===== src/rtl/ps2_pkg.sv =====
`default_nettype none
// ============================================================================
// Module   : ps2_pkg
// Brief    : Scan-code constants, FSM state and FIFO entry types for the
//            PS/2 keycode filter.
// Revision : 1.0 - initial release
// ============================================================================
package ps2_pkg;

    localparam logic [7:0] SC_EXT    = 8'hE0;
    localparam logic [7:0] SC_BRK    = 8'hF0;
    localparam logic [7:0] SC_ERR0   = 8'h00;
    localparam logic [7:0] SC_BAT_OK = 8'hAA;
    localparam logic [7:0] SC_ECHO   = 8'hEE;
    localparam logic [7:0] SC_ACK    = 8'hFA;
    localparam logic [7:0] SC_RESEND = 8'hFE;
    localparam logic [7:0] SC_ERR1   = 8'hFF;

    typedef enum logic [1:0] {
        ST_IDLE    = 2'd0,
        ST_EXT     = 2'd1,
        ST_BRK     = 2'd2,
        ST_EXT_BRK = 2'd3
    } ps2_state_t;

    typedef struct packed {
        logic       ext;
        logic [7:0] code;
    } ps2_entry_t;

    // Device-to-host response bytes carry no key information.
    function automatic logic is_response(input logic [7:0] b);
        return (b == SC_ERR0) || (b == SC_BAT_OK) || (b == SC_ECHO) ||
               (b == SC_ACK)  || (b == SC_RESEND) || (b == SC_ERR1);
    endfunction

endpackage
`default_nettype wire


===== src/rtl/ps2_code_fifo.sv =====
`default_nettype none
// ============================================================================
// Module   : ps2_code_fifo
// Brief    : Synchronous FIFO with wrap-bit pointers; push while full is
//            accepted only when a pop happens in the same cycle.
// Revision : 1.0 - initial release
// ============================================================================
module ps2_code_fifo #(
    parameter int WIDTH = 9,
    parameter int DEPTH = 4
) (
    input  logic             clk,
    input  logic             rst,
    input  logic             i_push,
    input  logic [WIDTH-1:0] i_data,
    input  logic             i_pop,
    output logic [WIDTH-1:0] o_data,
    output logic             o_full,
    output logic             o_empty
);

    localparam int c_ADDR_W = (DEPTH > 1) ? $clog2(DEPTH) : 1;

    logic [c_ADDR_W:0]  r_wr_ptr;
    logic [c_ADDR_W:0]  r_rd_ptr;
    logic [WIDTH-1:0]   r_mem [DEPTH];
    logic               w_do_push;
    logic               w_do_pop;

    assign o_empty   = (r_wr_ptr == r_rd_ptr);
    assign o_full    = (r_wr_ptr[c_ADDR_W] != r_rd_ptr[c_ADDR_W]) &&
                       (r_wr_ptr[c_ADDR_W-1:0] == r_rd_ptr[c_ADDR_W-1:0]);
    assign w_do_pop  = i_pop && !o_empty;
    assign w_do_push = i_push && (!o_full || w_do_pop);
    assign o_data    = r_mem[r_rd_ptr[c_ADDR_W-1:0]];

    always_ff @(posedge clk) begin
        if (rst) begin
            r_wr_ptr <= '0;
            r_rd_ptr <= '0;
        end else begin
            if (w_do_push) r_wr_ptr <= r_wr_ptr + (c_ADDR_W+1)'(1);
            if (w_do_pop)  r_rd_ptr <= r_rd_ptr + (c_ADDR_W+1)'(1);
        end
    end

    always_ff @(posedge clk) begin
        if (w_do_push) r_mem[r_wr_ptr[c_ADDR_W-1:0]] <= i_data;
    end

endmodule
`default_nettype wire


===== src/rtl/ps2_keycode_filter.sv =====
`default_nettype none
// ============================================================================
// Module   : ps2_keycode_filter
// Brief    : Strips PS/2 prefixes, breaks, typematic repeats and responses;
//            buffers genuine make codes and releases them under sink_ready.
// Revision : 1.0 - initial release
// ============================================================================
module ps2_keycode_filter
    import ps2_pkg::*;
#(
    parameter int TIMEOUT_CYCLES = 50000,
    parameter int FIFO_DEPTH     = 4
) (
    input  logic       clk,
    input  logic       rst,
    input  logic [7:0] ps2_received_data,
    input  logic       ps2_received_data_strb,
    input  logic       sink_ready,
    output logic [7:0] key_code,
    output logic       key_code_extended,
    output logic       key_code_strb,
    output logic       overflow
);

    localparam int c_CNT_W = $clog2(TIMEOUT_CYCLES);
    // Compared before the increment, so the FSM lands in IDLE on the edge
    // where the counter would reach TIMEOUT_CYCLES-1.
    localparam logic [c_CNT_W-1:0] c_CNT_LAST = c_CNT_W'(TIMEOUT_CYCLES - 2);

    ps2_state_t         r_state;
    ps2_entry_t         r_held;
    logic               r_held_valid;
    logic [c_CNT_W-1:0] r_cnt;
    logic [7:0]         r_key_code;
    logic               r_key_code_extended;
    logic               r_key_code_strb;
    logic               r_overflow;

    logic               w_is_prefix;
    logic               w_is_resp;
    logic               w_make;
    logic               w_release;
    logic               w_ext;
    logic               w_repeat;
    logic               w_push;
    logic               w_pop;
    logic               w_full;
    logic               w_empty;
    ps2_entry_t         w_entry;
    ps2_entry_t         w_fifo_out;

    assign w_is_prefix = (ps2_received_data == SC_EXT) || (ps2_received_data == SC_BRK);
    assign w_is_resp   = is_response(ps2_received_data);

    always_comb begin
        w_make    = 1'b0;
        w_release = 1'b0;
        w_ext     = 1'b0;
        if (ps2_received_data_strb && !w_is_resp && !w_is_prefix) begin
            case (r_state)
                ST_IDLE:    w_make = 1'b1;
                ST_EXT:     begin w_make = 1'b1;    w_ext = 1'b1; end
                ST_BRK:     w_release = 1'b1;
                ST_EXT_BRK: begin w_release = 1'b1; w_ext = 1'b1; end
                default:    w_make = 1'b0;
            endcase
        end
        w_entry.ext  = w_ext;
        w_entry.code = ps2_received_data;
        w_repeat     = r_held_valid && (w_entry == r_held);
        w_push       = w_make && !w_repeat;
    end

    always_ff @(posedge clk) begin
        if (rst) begin
            r_state      <= ST_IDLE;
            r_held       <= '0;
            r_held_valid <= 1'b0;
            r_cnt        <= '0;
        end else begin
            if (ps2_received_data_strb) begin
                r_cnt <= '0;
                if (!w_is_resp) begin
                    case (r_state)
                        ST_IDLE: begin
                            if (ps2_received_data == SC_EXT)      r_state <= ST_EXT;
                            else if (ps2_received_data == SC_BRK) r_state <= ST_BRK;
                        end
                        ST_EXT: begin
                            if (ps2_received_data == SC_BRK)      r_state <= ST_EXT_BRK;
                            else if (ps2_received_data != SC_EXT) r_state <= ST_IDLE;
                        end
                        ST_BRK: begin
                            if (ps2_received_data == SC_EXT)      r_state <= ST_EXT_BRK;
                            else if (ps2_received_data != SC_BRK) r_state <= ST_IDLE;
                        end
                        ST_EXT_BRK: begin
                            if (!w_is_prefix) r_state <= ST_IDLE;
                        end
                        default: r_state <= ST_IDLE;
                    endcase
                end
            end else if (r_state != ST_IDLE) begin
                if (r_cnt == c_CNT_LAST) begin
                    r_state <= ST_IDLE;
                    r_cnt   <= '0;
                end else begin
                    r_cnt <= r_cnt + c_CNT_W'(1);
                end
            end else begin
                r_cnt <= '0;
            end

            if (w_push) begin
                r_held       <= w_entry;
                r_held_valid <= 1'b1;
            end else if (w_release && (w_entry == r_held)) begin
                r_held_valid <= 1'b0;
            end
        end
    end

    assign w_pop = sink_ready && !w_empty;

    ps2_code_fifo #(
        .WIDTH (9),
        .DEPTH (FIFO_DEPTH)
    ) u_fifo (
        .clk     (clk),
        .rst     (rst),
        .i_push  (w_push),
        .i_data  (w_entry),
        .i_pop   (w_pop),
        .o_data  (w_fifo_out),
        .o_full  (w_full),
        .o_empty (w_empty)
    );

    always_ff @(posedge clk) begin
        if (rst) begin
            r_key_code          <= 8'h00;
            r_key_code_extended <= 1'b0;
            r_key_code_strb     <= 1'b0;
            r_overflow          <= 1'b0;
        end else begin
            r_key_code_strb <= w_pop;
            if (w_pop) begin
                r_key_code          <= w_fifo_out.code;
                r_key_code_extended <= w_fifo_out.ext;
            end
            if (w_push && w_full && !w_pop) r_overflow <= 1'b1;
        end
    end

    assign key_code          = r_key_code;
    assign key_code_extended = r_key_code_extended;
    assign key_code_strb     = r_key_code_strb;
    assign overflow          = r_overflow;

endmodule
`default_nettype wire

===== config.mk =====
export PLATFORM = sky130hd
export DESIGN_NAME = ps2_keycode_filter
export DESIGN_NICKNAME = d
export VERILOG_FILES = /design/src/rtl/ps2_pkg.sv /design/src/rtl/ps2_code_fifo.sv /design/src/rtl/ps2_keycode_filter.sv
export SDC_FILE = /design/constraint.sdc
export NUM_CORES = 1
export LEC_CHECK = 0
export BUFFER_PORTS_ARGS = -buffer_cell sky130_fd_sc_hd__buf_2
export CAP_MARGIN = 20
export CORE_ASPECT_RATIO = 1.4
export CORE_UTILIZATION = 29
export DETAILED_ROUTE_END_ITERATION = 8
export SYNTH_ARGS = -nofsm -noshare
export SYNTH_HDL_FRONTEND = slang
export SYNTH_HIERARCHICAL = 1
export SYNTH_SLANG_ARGS = --single-unit

===== constraint.sdc =====
create_clock -name clk -period 5.3 [get_ports clk]
set_input_delay 0.265 -clock clk [delete_from_list [all_inputs] [get_ports clk]]
set_output_delay 0.265 -clock clk [all_outputs]
set_load 0.02 [all_outputs]

Word-level counts from Yosys, hierarchy flattened
Memory sizes are Yosys's and may differ from the RTL's. A register that Yosys moved wholly into a read port is not among the register bits.
Index checks and enable logic that the tools add are counted.
{"block": "totals", "inputBits": 12, "rom_bits": 0, "memories": 1, "reg_bits": 36, "output_inout_bits": 11, "ramBits": 36, "word_cells": 93, "latch_bits": 0}
{"name": "u_fifo.r_mem", "depth": 4, "width": 9, "read_ports": 1, "rd_ports_with_merged_regs": 1, "wr": 1, "line": "ps2_code_fifo.sv:26", "text": "logic [WIDTH-1:0] r_mem [DEPTH];"}
{"block": "classes", "div_mod_pow": 0, "magnitude_cmp": 0, "addsub": 3, "n_shift": 0, "reduce_logical": 35, "bitwise_logic": 1, "multipliers": 0, "mux": 22, "eq_ne": 22}
{"op": "8-bit equality test, second input constant", "n": 7}
{"op": "2-bit two-way mux", "n": 11}
{"op": "16-bit by 1-bit adder with 16-bit output, second input constant", "n": 1}
{"op": "16-bit equality test, second input constant", "n": 1}
{"op": "8-bit inequality test, second input constant", "n": 2}
{"op": "4-bit inequality test, second input constant", "n": 3}
{"op": "1-bit logical AND", "n": 11}
{"op": "1-bit two-way mux", "n": 10}
{"op": "9-bit equality test", "n": 1}
{"op": "8-bit zero test", "n": 1}
{"op": "2-bit case mux with 4 select lines", "n": 1}
{"op": "2-bit nonzero test", "n": 4}
{"op": "1-bit logical OR", "n": 7}
{"op": "7-bit AND reduction", "n": 1}
{"op": "3-bit by 1-bit adder with 3-bit output, second input constant", "n": 2}
{"op": "1-bit zero test", "n": 6}
{"op": "2-bit OR reduction", "n": 3}
{"op": "2-bit equality test, second input constant", "n": 2}
{"op": "4-bit OR reduction", "n": 1}
{"op": "3-bit equality test", "n": 1}
{"op": "3-bit inequality test, second input constant", "n": 1}
{"op": "2-bit by 1-bit equality test with 1-bit output, second input constant", "n": 1}
{"op": "2-bit equality test", "n": 1}
{"op": "2-bit zero test", "n": 1}
{"op": "3 further kinds", "n": 3}

Longest topological paths before layout
{"block": "logic_depth", "depth_word": 17, "mapped_depth": 8, "depth_no_buf": 8}

Modules after synthesis
The synthesis kept the hierarchy.
{"module": "ps2_code_fifo", "cells_each": 102, "seq_area_each_um2": 1241.2, "area_each_um2": 1841.8, "instances": 1}
{"module": "ps2_keycode_filter", "cells_each": 211, "seq_area_each_um2": 780.7, "area_each_um2": 1795.5, "instances": 1}

Worst setup path before layout
No wires, ideal clock.
{"block": "synth_timing", "path_kind": "in2reg", "from": "in ps2_received_data[5]", "to": "mem u_fifo.r_mem[0][0] (enable)", "required_ps": 4963, "cell_stages": 8, "setup_slack_ps": 2968, "arrival_ps": 1994, "cell_sequence": "and2_1 > and4_4 > or3_4 > a211oi_2 > buf_6 > inv_1 > a41oi_2 > and2_1"}
{"block": "synth_between", "elab_chain_cells": 17, "word_cells_on_any_way": 27, "classes_between": "eq/ne (8); mux (4); reduce/logical (15)"}
{"item": "start, declared", "line": "ps2_keycode_filter.sv:16", "text": "input logic [7:0] ps2_received_data,"}
{"item": "8-bit equality test or 8-bit zero test (tied branches)", "line": "ps2_pkg.sv:33", "text": "return (b == SC_ERR0) || (b == SC_BAT_OK) || (b == SC_ECHO) ||"}
{"item": "1-bit logical OR (3 in series)", "line": "ps2_pkg.sv:33"}
{"item": "1-bit logical OR (2 in series)", "line": "ps2_pkg.sv:34", "text": "(b == SC_ACK) || (b == SC_RESEND) || (b == SC_ERR1);"}
{"item": "1-bit zero test"}
{"item": "1-bit logical AND (2 in series)", "line": "ps2_keycode_filter.sv:59", "text": "if (ps2_received_data_strb && !w_is_resp && !w_is_prefix) begin"}
{"item": "1-bit two-way mux", "line": "ps2_keycode_filter.sv:59"}
{"item": "9-bit equality test", "line": "ps2_keycode_filter.sv:70", "text": "w_repeat = r_held_valid && (w_entry == r_held);"}
{"item": "1-bit logical AND", "line": "ps2_keycode_filter.sv:70"}
{"item": "1-bit zero test", "line": "ps2_keycode_filter.sv:71", "text": "w_push = w_make && !w_repeat;"}
{"item": "1-bit logical AND *", "line": "ps2_keycode_filter.sv:71"}
{"item": "net w_push", "line": "ps2_keycode_filter.sv:45", "text": "logic w_push;"}
{"item": "1-bit logical AND *", "line": "ps2_code_fifo.sv:34", "text": "assign w_do_push = i_push && (!o_full || w_do_pop);"}
{"item": "1-bit two-way mux *", "line": "ps2_code_fifo.sv:48", "text": "if (w_do_push) r_mem[r_wr_ptr[c_ADDR_W-1:0]] <= i_data;"}
{"item": "1-bit two-way mux (not written as such) *", "line": "ps2_code_fifo.sv:48"}
{"item": "end, declared", "line": "ps2_code_fifo.sv:26"}
The timed path passes the listed nets; every way through them passes the cells marked *.

Worst setup path after layout
{"block": "layout_timing", "from": "reg u_fifo.r_wr_ptr[1]", "to": "reg u_fifo.r_wr_ptr[2]"}
{"block": "layout_between", "elab_chain_cells": 6, "word_cells_on_any_way": 10, "classes_between": "add/sub (1); eq/ne (2); reduce/logical (7)"}
{"item": "start, declared", "line": "ps2_code_fifo.sv:24", "text": "logic [c_ADDR_W:0] r_wr_ptr;"}
{"item": "start signal, assigned", "line": "ps2_code_fifo.sv:42", "text": "if (w_do_push) r_wr_ptr <= r_wr_ptr + (c_ADDR_W+1)'(1);"}
{"item": "3-bit equality test", "line": "ps2_code_fifo.sv:30", "text": "assign o_empty = (r_wr_ptr == r_rd_ptr);"}
{"item": "net w_empty", "line": "ps2_keycode_filter.sv:48", "text": "logic w_empty;"}
{"item": "1-bit zero test", "line": "ps2_keycode_filter.sv:123", "text": "assign w_pop = sink_ready && !w_empty;"}
{"item": "1-bit logical AND", "line": "ps2_keycode_filter.sv:123"}
{"item": "net w_pop", "line": "ps2_keycode_filter.sv:46", "text": "logic w_pop;"}
{"item": "1-bit logical AND", "line": "ps2_code_fifo.sv:33", "text": "assign w_do_pop = i_pop && !o_empty;"}
{"item": "1-bit logical OR", "line": "ps2_code_fifo.sv:34"}
{"item": "1-bit logical AND", "line": "ps2_code_fifo.sv:34"}
The timed path passes the listed nets, and every way through them passes these cells.
A chain may end at the register's enable or synchronous reset.

==> out/results.ini <==
[worst_setup_path]
cp_num_buf_inv = 2
cp.required_ns = 5.51
ff2ff_setup_slack_ns = 2.39
end_kind = register
cp_top_family = buffers and inverters
cp_slowest_cell = mux2_1
cp_cell_sequence = xnor2_2, nand2_1, nor2_1, nand2b_1, clkinv_1, inv_1, a41oi_2, mux2_1
critPathMaxStageDelay_ns = 0.45
crit_fanout = 12
critPathKind = register to register
start_kind = register
cp.arrival_ns = 3.12

[sta]
tns_ns = 0
fmax_ghz = 0.3435
tightestPinTransition_ns = 0.6644
drv_slew = 0
fin_crit_ns = 2.911
hold_viol = 0
setup_ws_ns = 2.389
finalCritPeriodShare_pct = 54.93
setup_viol = 0
max_slew_margin_pct = 55.71
grt_setup_unrepaired = no
clock_skew_ns = 0.007035

[yosys]
syn_nets = 332
synth_area_leaders = edfxtp_1, dfxtp_1, mux4_2
yosysSeqAreaShare_pct = 55.59
syn_inst = 313
synth_warnings = 6
ys_seq_elements = 83
yosys.area.top_type = edfxtp_1
ys_async_sr_fraction_pct = 0
syn_avg_cell_area_sq_um = 11.62
synth_top_flop_cell = dfxtp_1
yosysTopAreaCellShare_pct = 29.72
ys_types = 50
synth_edf_count = 36
synth_area_sq_um = 3637

[global_route]
met3_usage_pct = 2.743
grt_overflow_total = 0
grt_util_met2_pct = 18.82
grt_pass1_vias = 2261
grtUsageTotal_pct = 11.00
grt_max_degree = 27
grt.busiest_layer = met2
gr-usage-met1_pct = 13.00
antenna_found_initial = 0
grt_first_pass_wirelength_um = 11210

[floorplan]
fp.dieW_um = 96.65
core_sq_um = 12250
die-area_sq_um = 13000
die_y_um = 134.5
start_util_pct = 29.69
fp-row-count = 48
io_pins = 23

[finish]
diodes = 0
mostFrequentLayoutCell = dfxtp_1
mostFrequentLayoutCells = dfxtp_1, nand2_1, edfxtp_1
drive_gt1_share_pct = 16.91
nNetsFinal = 357
area_delta_synth_final_pct = 15.17

[routing]
post-route-drc-count = 1
num_vias = 2312
avgViaCountPerCell = 4.690
drt_iter0_drc = 68
dr.pass1.iters = 6
routedWlPerCell_um = 13.64
finalWirelength_um = 6723
ant_nets = 0

[clock_network]
numCtsBuffers = 9
post_cts_buffers = 0
cts_tree = yes
cts-htree-levels = 3
cts_sinks = 83
cts_resized = 0
hold_buffers = 0
clkTransAtPathRegs_ns = 0.06
clockBufferDepth = 2
cts.root.buffer_cell = clkbuf_16
clock_latency_ns = 0.33

[place]
hpwl_um = 4803
post-place-ws_ns = 2.407
port_buffers = 22
globalplace.congestion = 0.7604

[power_and_ir_drop]
power_density_nw_per_um2 = 360.5
p_leak_nw = 1.436
ir_worst_vdd_mv = 0.1677

[min_path]
hold_path_class = primary input to register

[job]
max_cap_violations = 0

[status]
violations = design-rule violations
status = finished with violations

[metal layers]
layer	part of all wire, %	up-vias	routed length (um)
met5	0	-	0
met4	1.3	0	89
met3	3.0	7	203
met2	51	29	3419
met1	45	1119	3011
li1	-	1157	-
[through the flow]
stage	area [sq um]	std cells	utilization (%)	power (mW)	hold WS, ns
6_report	4189	493	34.19	1.510	0.2421
5_1_grt	4189	493	34.19	1.581	0.2508
4_1_cts	4189	493	34.19	1.533	0.2377
3_5_place_dp	3900	477	31.83	0.9299	0.4445
3_3_place_gp	3900	477	31.83	0.9264	0.4352
2_1_floorplan	3637	313	-	0.8758	0.3639
[path summary, 6_finish.rpt]
kind,start,end,depth (start not counted)
worst max register to register,u_fifo/r_wr_ptr[1]$_SDFFE_PP0P_,u_fifo/r_wr_ptr[2]$_SDFFE_PP0P_,8
worst min-delay path,ps2_received_data[5],u_fifo/r_mem[3][5]$_DFFE_PP_,1
worst max-delay path,u_fifo/r_wr_ptr[1]$_SDFFE_PP0P_,u_fifo/r_wr_ptr[2]$_SDFFE_PP0P_,8
worst min register to register,r_cnt[0]$_SDFF_PP0_,r_cnt[0]$_SDFF_PP0_,1
[layout make-up]
class | instances | area, sq um
Inverter | 13 | 48.80
Clock inverter | 4 | 52.55
Timing Repair Buffer | 23 | 117.6
Fill cell | 1250 | 8063
Tap cell | 150 | 187.7
Multi-Input combinational cell | 208 | 1524
Sequential cell | 83 | 2022
Clock buffer | 12 | 236.5
[power breakdown]
| part | switching (mW) | internal [mW] |
|---|---|---|
| Sequential | 0.0279 | 0.709 |
| Combinational | 0.102 | 0.0744 |
| Clock | 0.232 | 0.365 |
[worst reg2reg max path, cell delays in order, from the launching register on]
cell and delay (ns):
dfxtp_1 0.38, xnor2_2 0.35, nand2_1 0.12, nor2_1 0.10
nand2b_1 0.38, clkinv_1 0.40, inv_1 0.24, a41oi_2 0.37
mux2_1 0.45
[synth_stat cells (3+ instances only)]
| master | count |
|---|---|
| and3_1 | 3 |
| nor2b_1 | 5 |
| dfxtp_1 | 47 |
| or3_1 | 4 |
| o21ai_0 | 4 |
| and2_1 | 5 |
| nand4_1 | 8 |
| mux2i_1 | 12 |
| mux4_2 | 9 |
| mux2_1 | 3 |
| nor2_1 | 25 |
| edfxtp_1 | 36 |
| clkbuf_1 | 6 |
| a21oi_1 | 14 |
| nand2_1 | 45 |
| xnor2_1 | 16 |
| xor2_1 | 5 |
| nand3_1 | 4 |
| ha_1 | 7 |
| nor3_1 | 5 |
| nand2b_1 | 5 |
| inv_1 | 12 |
[kinds of logic after synthesis]
group | count (synthesis) | synth area share (%)
fa+ha+maj | 7 | 2.408
mux | 26 | 10.53
xor+xnor | 24 | 6.398
compound gates | 31 | 6.192
simple gates | 120 | 16.37
flops | 83 | 55.59
buf+inv | 22 | 2.511
[sequential cells by signal, summed over array words and instances (netlist names), 2 cells and up, named ones only]
register         cells
r_held               9
u_fifo/r_wr_ptr      3
r_cnt               16
u_fifo/r_mem        36
r_state              2
key_code             8
u_fifo/r_rd_ptr      3
Note: power is estimated with default switching activity, not from simulation.
